`src/rtl/byte_div_pkg.sv`:
```
// byte_div_pkg: shared types and constants for the byte divider.
package byte_div_pkg;

   typedef enum logic [1:0] {
      IDLE = 2'd0,
      CALC = 2'd1,
      DONE = 2'd2
   } state_t;

   localparam int          ITER_COUNT  = 8;
   localparam int          CNT_W       = $clog2(ITER_COUNT + 1);
   localparam logic [7:0]  DZ_QUOT_DEF = 8'hFF;

   typedef logic [CNT_W-1:0] cnt_t;

   localparam cnt_t CNT_LAST = cnt_t'(ITER_COUNT - 1);

endpackage

```
`src/rtl/byte_subtractor.sv`:
```
// byte_subtractor: combinational a - b - bin, built as a + ~b + ~bin.
// bout is high when the subtraction borrows (carry out of the sum is low).
module byte_subtractor #(
   parameter int unsigned WIDTH = 8
) (
   input  logic [WIDTH-1:0] a,
   input  logic [WIDTH-1:0] b,
   input  logic             bin,
   output logic [WIDTH-1:0] diff,
   output logic             bout
);

   logic [WIDTH:0] sum;

   // Add the inverted subtrahend; carry-in of ~bin supplies the two's-complement +1.
   always_comb begin
      sum  = {1'b0, a} + {1'b0, ~b} + {{WIDTH{1'b0}}, ~bin};
      diff = sum[WIDTH-1:0];
      bout = ~sum[WIDTH];
   end

endmodule

```
`src/rtl/byte_divider.sv`:
```
// byte_divider: multi-cycle restoring divider, one trial subtraction per cycle.
// Start/done handshake; quotient and remainder are held until the next accept.
// Optional feature: define BYTE_DIV_SIGNED_EN to honour signed_op (two's complement).
module byte_divider
   import byte_div_pkg::*;
#(
   parameter int unsigned      WIDTH   = 8,
   parameter logic [WIDTH-1:0] DZ_QUOT = DZ_QUOT_DEF
) (
   input  logic             clk,
   input  logic             rst,
   input  logic             start,
   input  logic [WIDTH-1:0] dividend,
   input  logic [WIDTH-1:0] divisor,
   input  logic             signed_op,
   output logic             busy,
   output logic             done,
   output logic [WIDTH-1:0] quotient,
   output logic [WIDTH-1:0] remainder,
   output logic             div_zero
);

   function automatic logic [WIDTH-1:0] cond_neg(input logic [WIDTH-1:0] v, input logic neg);
      return neg ? (~v + WIDTH'(1)) : v;
   endfunction

   state_t           state_q,     state_d;
   cnt_t             cnt_q,       cnt_d;
   logic [WIDTH-1:0] r_q,         r_d;          // partial remainder
   logic [WIDTH-1:0] q_q,         q_d;          // dividend shifting out, quotient shifting in
   logic [WIDTH-1:0] d_q,         d_d;          // divisor magnitude
   logic             neg_quot_q,  neg_quot_d;
   logic             neg_rem_q,   neg_rem_d;
   logic [WIDTH-1:0] quotient_q,  quotient_d;
   logic [WIDTH-1:0] remainder_q, remainder_d;
   logic             div_zero_q,  div_zero_d;

   logic             sgn_en;
   logic [WIDTH:0]   rs;
   logic [WIDTH-1:0] r_step, q_step, sub_diff;
   logic             sub_bout;

`ifdef BYTE_DIV_SIGNED_EN
   assign sgn_en = signed_op;
`else
   logic unused_signed_op;
   assign unused_signed_op = signed_op;
   assign sgn_en           = 1'b0;
`endif

   byte_subtractor #(.WIDTH(WIDTH)) u_sub (
      .a    (rs[WIDTH-1:0]),
      .b    (d_q),
      .bin  (1'b0),
      .diff (sub_diff),
      .bout (sub_bout)
   );

   // One restoring-division step: shift, trial-subtract, keep the difference if it fits.
   always_comb begin
      rs     = {r_q, q_q[WIDTH-1]};
      q_step = {q_q[WIDTH-2:0], 1'b0};
      r_step = rs[WIDTH-1:0];
      if (rs[WIDTH] | ~sub_bout) begin
         r_step    = sub_diff;
         q_step[0] = 1'b1;
      end
   end

   // Next-state and datapath control for the IDLE/CALC/DONE sequence.
   always_comb begin
      // NOTE: every signal gets its hold value first so no path leaves it unassigned (no latch).
      state_d     = state_q;
      cnt_d       = cnt_q;
      r_d         = r_q;
      q_d         = q_q;
      d_d         = d_q;
      neg_quot_d  = neg_quot_q;
      neg_rem_d   = neg_rem_q;
      quotient_d  = quotient_q;
      remainder_d = remainder_q;
      div_zero_d  = div_zero_q;

      unique case (state_q)
         IDLE: begin
            if (start) begin
               cnt_d      = '0;
               r_d        = '0;
               q_d        = cond_neg(dividend, sgn_en & dividend[WIDTH-1]);
               d_d        = cond_neg(divisor,  sgn_en & divisor[WIDTH-1]);
               neg_quot_d = sgn_en & (dividend[WIDTH-1] ^ divisor[WIDTH-1]);
               neg_rem_d  = sgn_en & dividend[WIDTH-1];
               div_zero_d = 1'b0;
               if (divisor == '0) begin
                  // Divide-by-zero skips CALC; the raw dividend is returned as remainder.
                  state_d     = DONE;
                  quotient_d  = DZ_QUOT;
                  remainder_d = dividend;
                  div_zero_d  = 1'b1;
               end else begin
                  state_d = CALC;
               end
            end
         end
         CALC: begin
            r_d   = r_step;
            q_d   = q_step;
            cnt_d = cnt_q + cnt_t'(1);
            if (cnt_q == CNT_LAST) begin
               // Results (with sign fix-up) are published only on the final step.
               state_d     = DONE;
               quotient_d  = cond_neg(q_step, neg_quot_q);
               remainder_d = cond_neg(r_step, neg_rem_q);
            end
         end
         DONE:    state_d = IDLE;
         default: state_d = IDLE;
      endcase
   end

   // State register with synchronous reset; reset aborts any operation in flight.
   always_ff @(posedge clk) begin
      // NOTE: non-blocking assignments so every flop samples pre-edge values.
      if (rst) begin
         // NOTE: datapath registers are reset too, so outputs are defined straight out of reset.
         state_q     <= IDLE;
         cnt_q       <= '0;
         r_q         <= '0;
         q_q         <= '0;
         d_q         <= '0;
         neg_quot_q  <= 1'b0;
         neg_rem_q   <= 1'b0;
         quotient_q  <= '0;
         remainder_q <= '0;
         div_zero_q  <= 1'b0;
      end else begin
         state_q     <= state_d;
         cnt_q       <= cnt_d;
         r_q         <= r_d;
         q_q         <= q_d;
         d_q         <= d_d;
         neg_quot_q  <= neg_quot_d;
         neg_rem_q   <= neg_rem_d;
         quotient_q  <= quotient_d;
         remainder_q <= remainder_d;
         div_zero_q  <= div_zero_d;
      end
   end

   assign busy      = (state_q == CALC);
   assign done      = (state_q == DONE);
   assign quotient  = quotient_q;
   assign remainder = remainder_q;
   assign div_zero  = div_zero_q;

endmodule

```
`config.mk`:
```
export PLATFORM = sky130hd
export DESIGN_NAME = byte_divider
export DESIGN_NICKNAME = d
export VERILOG_FILES = /design/src/rtl/byte_div_pkg.sv /design/src/rtl/byte_subtractor.sv /design/src/rtl/byte_divider.sv
export SDC_FILE = /design/constraint.sdc
export NUM_CORES = 1
export LEC_CHECK = 0
export ABC_CLOCK_PERIOD_IN_PS = 2800
export CORE_MARGIN = 4
export CORE_UTILIZATION = 40
export DETAILED_ROUTE_END_ITERATION = 10
export DONT_BUFFER_PORTS = 1
export PLACE_DENSITY = 0.54
export SYNTH_ARGS = -nofsm -noshare
export SYNTH_HDL_FRONTEND = slang
export SYNTH_SLANG_ARGS = --single-unit
export TNS_END_PERCENT = 20
```
`constraint.sdc`:
```
create_clock -name clk -period 2.8 [get_ports clk]
set_input_delay 0.14 -clock clk [delete_from_list [all_inputs] [get_ports clk]]
set_output_delay 0.14 -clock clk [all_outputs]
set_load 0.01 [all_outputs]
```
**After elaboration in Yosys (flattened, before gate mapping)**

Cells that the tools add are included.

- Flip-flop bits (word level): 47

- Add/subtract/negate cells: 3
- Reduce and logical (&&, ||, !) cells: 7
- Muxes and demuxes: 21
- Bitwise gates (word level): 2
- Equal/unequal tests: 6

Operator list:

| cell | count |
|---|---|
| 8-bit 2-to-1 mux | 9 |
| 8-bit case mux with 2 select lines | 4 |
| 8-bit by 8-bit adder with 9-bit output | 1 |
| 9-bit by 1-bit adder with 9-bit output, second input constant | 1 |
| 8-bit zero test | 1 |
| 8-bit inverter | 1 |
| 4-bit case mux with 2 select lines | 1 |
| 2-bit 2-to-1 mux | 3 |
| 2-bit AND reduction | 3 |
| 4-bit by 1-bit adder with 4-bit output, second input constant | 1 |
| 4-bit by 3-bit == test with 1-bit output, second input constant | 1 |
| 4-bit 2-to-1 mux | 1 |
| 2-bit inequality test, second input constant | 2 |
| 2-bit case mux with 2 select lines | 1 |
| 4-bit AND reduction | 1 |
| 2-bit by 1-bit == test with 1-bit output, second input constant | 1 |
| 2-bit == test, second input constant | 1 |
| 2-bit zero test | 1 |
| 1-bit 2-to-1 mux | 2 |
| 2-bit by 1-bit inequality test with 1-bit output, second input constant | 1 |
| 2-bit nonzero test | 1 |
| 1-bit bitwise OR | 1 |

**Logic depth before layout (Yosys ltp)**

- Depth in word-level cells: 7
- Depth in mapped cells: 9
- Mapped depth without buffers: 9

**Hierarchy**

From an unflattened synthesis, not the netlist that was laid out.

- Cells, all modules: 268
- Area, all modules: 2402.3 µm²

By module, submodules not included:

| module | cells an instance | sequential area each (µm²) | times used | area an instance (µm²) |
|---|---|---|---|---|
| byte_divider | 225 | 940.9 | 1 | 2073.2 |
| byte_subtractor | 43 | 0.0 | 1 | 329.1 |

**Worst setup path before layout**

No wires, ideal clock.

- Path type: reg2reg
- From: register q_q[7]
- To: register r_q[7]
- Library setup time: 88 ps
- Slack: 705 ps
- Period minus slack after synthesis: 2095 ps
- Stages on the path, launching flop included: 10
- Data required time: 2712 ps
- Arrival: 2006 ps
- Path through: dfxtp_1 -> inv_1 -> ha_1 -> inv_1 -> fa_1 -> a211oi_1 -> o31a_4 -> a21o_2 -> nand3_1 -> a311oi_2

- Longest elaborated chain between the ends: 5

Ends and longest elaborated chain:

| item | line | source |
|---|---|---|
| start: declaration | byte_divider.sv:30 | `logic [WIDTH-1:0] q_q, q_d;` |
| start signal: assignment | byte_divider.sv:140 | `q_q <= q_d;` |
| 8-bit by 8-bit adder with 9-bit output * | byte_subtractor.sv:17 | `sum = {1'b0, a} + {1'b0, ~b} + {{WIDTH{1'b0}}, ~bin};` |
| 9-bit by 1-bit adder with 9-bit output * | byte_subtractor.sv:17 |  |
| 1-bit bitwise OR | byte_divider.sv:64 | `if (rs[WIDTH] \| ~sub_bout) begin` |
| 8-bit 2-to-1 mux * | byte_divider.sv:64 |  |
| 8-bit case mux with 2 select lines * | byte_divider.sv:84 | `unique case (state_q)` |
| end signal: assignment | byte_divider.sv:139 | `r_q <= r_d;` |
| end: declaration | byte_divider.sv:29 | `logic [WIDTH-1:0] r_q, r_d;` |

Every way passes the cells marked *; elsewhere a longest branch is shown, timed or not.
A chain may end at the register's enable or synchronous reset.

**Worst setup path in the final report**

Ends and elaborated chain as after synthesis.

==> results.cfg <==
[run_status]
status = finished clean

[floorplanning]
rows = 28
fp.dieH_um = 85.66
die_w_um = 85.66
core_area_um2 = 5886
ios = 39
dieArea_um2 = 7338
start_util_pct = 40.99

[yosys]
synth_nets = 329
synth_most_common_cell = nor2_1
synth_top_area_share_pct = 39.00
async_flop_share_pct = 0
synth_top_area_cell = dfxtp_1
avgSynthCellArea_um2 = 8.068
ys_types = 41
seq_area_frac_synth_pct = 39.00
synthTopCellsByCount = nor2_1, dfxtp_1, nand2_1
dominantRegCellSynth = dfxtp_1
yosysWarningCount = 0
synth_seq_cells = 47
syn_area_um2 = 2412
synth_cells = 299
synth_area_leaders = dfxtp_1, nor2_1, a311oi_1, nand2_1, ha_1
synth-edff-count = 0

[critical_path]
path_max_fanout = 5
reg2reg_slack_ps = 380
crit_required_ps = 3010
startpoint_type = register
r2r_start = q_q[7]$_SDFFE_PP0P_
worstPathArrival_ps = 2630
r2r_cells = 9
cp-end-kind = register
r2r_end = r_q[7]$_SDFFE_PP0P_
timing_worst_setup_path_type = reg -> reg

[grt]
grt_use_total_pct = 16.93
grt_max_degree = 48
overflow = 0
grt_antenna_before_repair = 0
grt_pass1_wl_mm = 10.03
first_global_vias = 1972

[detailed_routing]
viasPerCell = 5.404
drtPass1Iterations = 5
detail-route-antenna-nets = 0
vias = 2075
drtIter0Drc = 105
routedWlPerCell_um = 15.61
wl_mm = 5.996
drc = 0

[place]
place_congestion = 0.8205
hpwl_mm = 4.181
dp.cells = 361
port_buffers = 0
placed_area_um2 = 2477
place_ws_ps = 439.8

[min_path]
holdPathEnd = q_q[7]$_SDFFE_PP0P_
hold_path_depth = 2
min_from = dividend[7]
hp-class = in -> reg

[clock_network]
cts_sinks = 47
cts-root-buf = clkbuf_8
clock_latency_ps = 290
clockBufferDepth = 2
cts_tree = yes
cts_inserted_buffers = 5
h-tree-depth = 2
path_clk_slew_ps = 80

[final_layout]
multi_input_area_um2 = 1360
fillers = 615
final_cell_area_um2 = 2741
stdcell_count = 384
antennaDiodeCount = 0
nets = 338
seq_area_um2 = 940.9
area_delta_synth_final_pct = 13.64
drive_gt1_share_pct = 8.738

[sta]
tightest_slew_ps = 570.6
hold_violations = 0
fin_ws_ps = 380.5
rsz0062_at_grt = false
fin_skew_ps = 7.595
setup_viol_count_final = 0
maxSlewViolCount = 0
finalCritPeriodShare_pct = 86.41
fin_crit_ps = 2419
tns_ps = 0
max_clock_freq_ghz = 0.4133
slew_headroom_pct = 61.91

[power]
max-vdd-ir-drop_mv = 0.2998
power.total_mw = 1.661
power_leakage_nw = 0.9920
power_density_nw_per_um2 = 606.0

[flow_run]
maxCapViolCount = 0
==> routing by layer <==
layer / vias up / part of all wire, % / track usage [%]
met5: - / 0 / 0
met4: 0 / 0.60 / 3.453
met3: 5 / 4.5 / 4.899
met2: 33 / 44 / 25.42
met1: 954 / 51 / 24.16
li1: 1083 / - / -
==> critical path, stage by stage, from the launching register on <==
cell and delay (ps):
dfxtp_1 350, inv_1 70, ha_1 170, inv_1 70
fa_1 410, a211oi_1 370, o31a_4 250, a21o_2 200
nand3_1 160, a311oi_2 290
==> how the worst max path moves through the flow <==
stage,start,to,cells past startpoint
floorplan,q_q[7]$_SDFFE_PP0P_,r_q[7]$_SDFFE_PP0P_,9
global placement,q_q[7]$_SDFFE_PP0P_,r_q[7]$_SDFFE_PP0P_,9
detailed placement,q_q[7]$_SDFFE_PP0P_,r_q[7]$_SDFFE_PP0P_,9
CTS,q_q[7]$_SDFFE_PP0P_,r_q[7]$_SDFFE_PP0P_,9
global route,q_q[7]$_SDFFE_PP0P_,r_q[7]$_SDFFE_PP0P_,9
finish,q_q[7]$_SDFFE_PP0P_,r_q[7]$_SDFFE_PP0P_,9
==> kinds of logic (layout without fill, tap and decap cells) <==
family	after synthesis	count (layout)	synth area share, %
buf+inv	30	40	4.927
fa+ha+maj	10	10	5.498
flops	47	47	39.00
xor+xnor	6	6	2.179
compound gates	75	75	24.84
mux	1	1	0.4150
simple gates	130	130	23.13
==> sequential cells by signal, indices dropped and copies added, names as in the netlist <==
signal / flops
state_q: 2
quotient: 8
d_q: 8
q_q: 8
div_zero: 1
r_q: 8
cnt_q: 4
remainder: 8
==> final cells by class <==
cell class	instances	area share [%]
Multi-Input combinational cell	222	49.61
Sequential cell	47	34.32
Timing Repair Buffer	20	7.211
Clock buffer	7	3.514
Tap cell	75	3.423
Inverter	12	1.643
Clock inverter	1	0.2738
==> timing repair <==
action                    4_1_cts  5_1_grt
hold endpoints to repair       47        0
hold buffers                   15        0
setup buffers                   0        0
gates resized for setup         0        0
==> through the flow <==
stage	hold slack [ps]	util [%]
4_1_cts	10.11	46.58
5_1_grt	19.87	46.58
6_report	19.31	46.58
2_1_floorplan	278.6	-
3_3_place_gp	212.3	42.09
3_5_place_dp	213.3	42.09
==> cells in the final DEF, fill, tap and decap left out, types with 2 or more instances in the layout <==
master         netlist  final
dfxtp_1             47     47
nand2b_1             2      2
a21oi_1             13     13
buf_4                1      5
dlygate4sd3_1        0     14
nor2b_1              2      2
xor2_1               3      3
a2bb2oi_1            7      7
clkbuf_8             0      7
nor2_1              59     58
o21ai_0              8      8
a31oi_1              3      3
inv_1               12     12
a21o_1               3      3
a311oi_1            16     16
nand2_1             37     37
ha_1                 9      9
nor3_1              18     18
a211oi_1            10     10
nand3_1              4      4
nor4_1               2      2
xnor2_1              3      3
a311oi_2             3      3
a21oi_4              2      2
a21o_2               2      2
==> power by group <==
| part | internal, mW | leakage (nW) | switching (mW) |
|---|---|---|---|
| Combinational | 0.186 | 0.556 | 0.252 |
| Sequential | 0.721 | 0.386 | 0.0505 |
| Clock | 0.225 | 0.0505 | 0.227 |
| Total | 1.13 | 0.992 | 0.529 |
(Power assumes the default switching activity.)
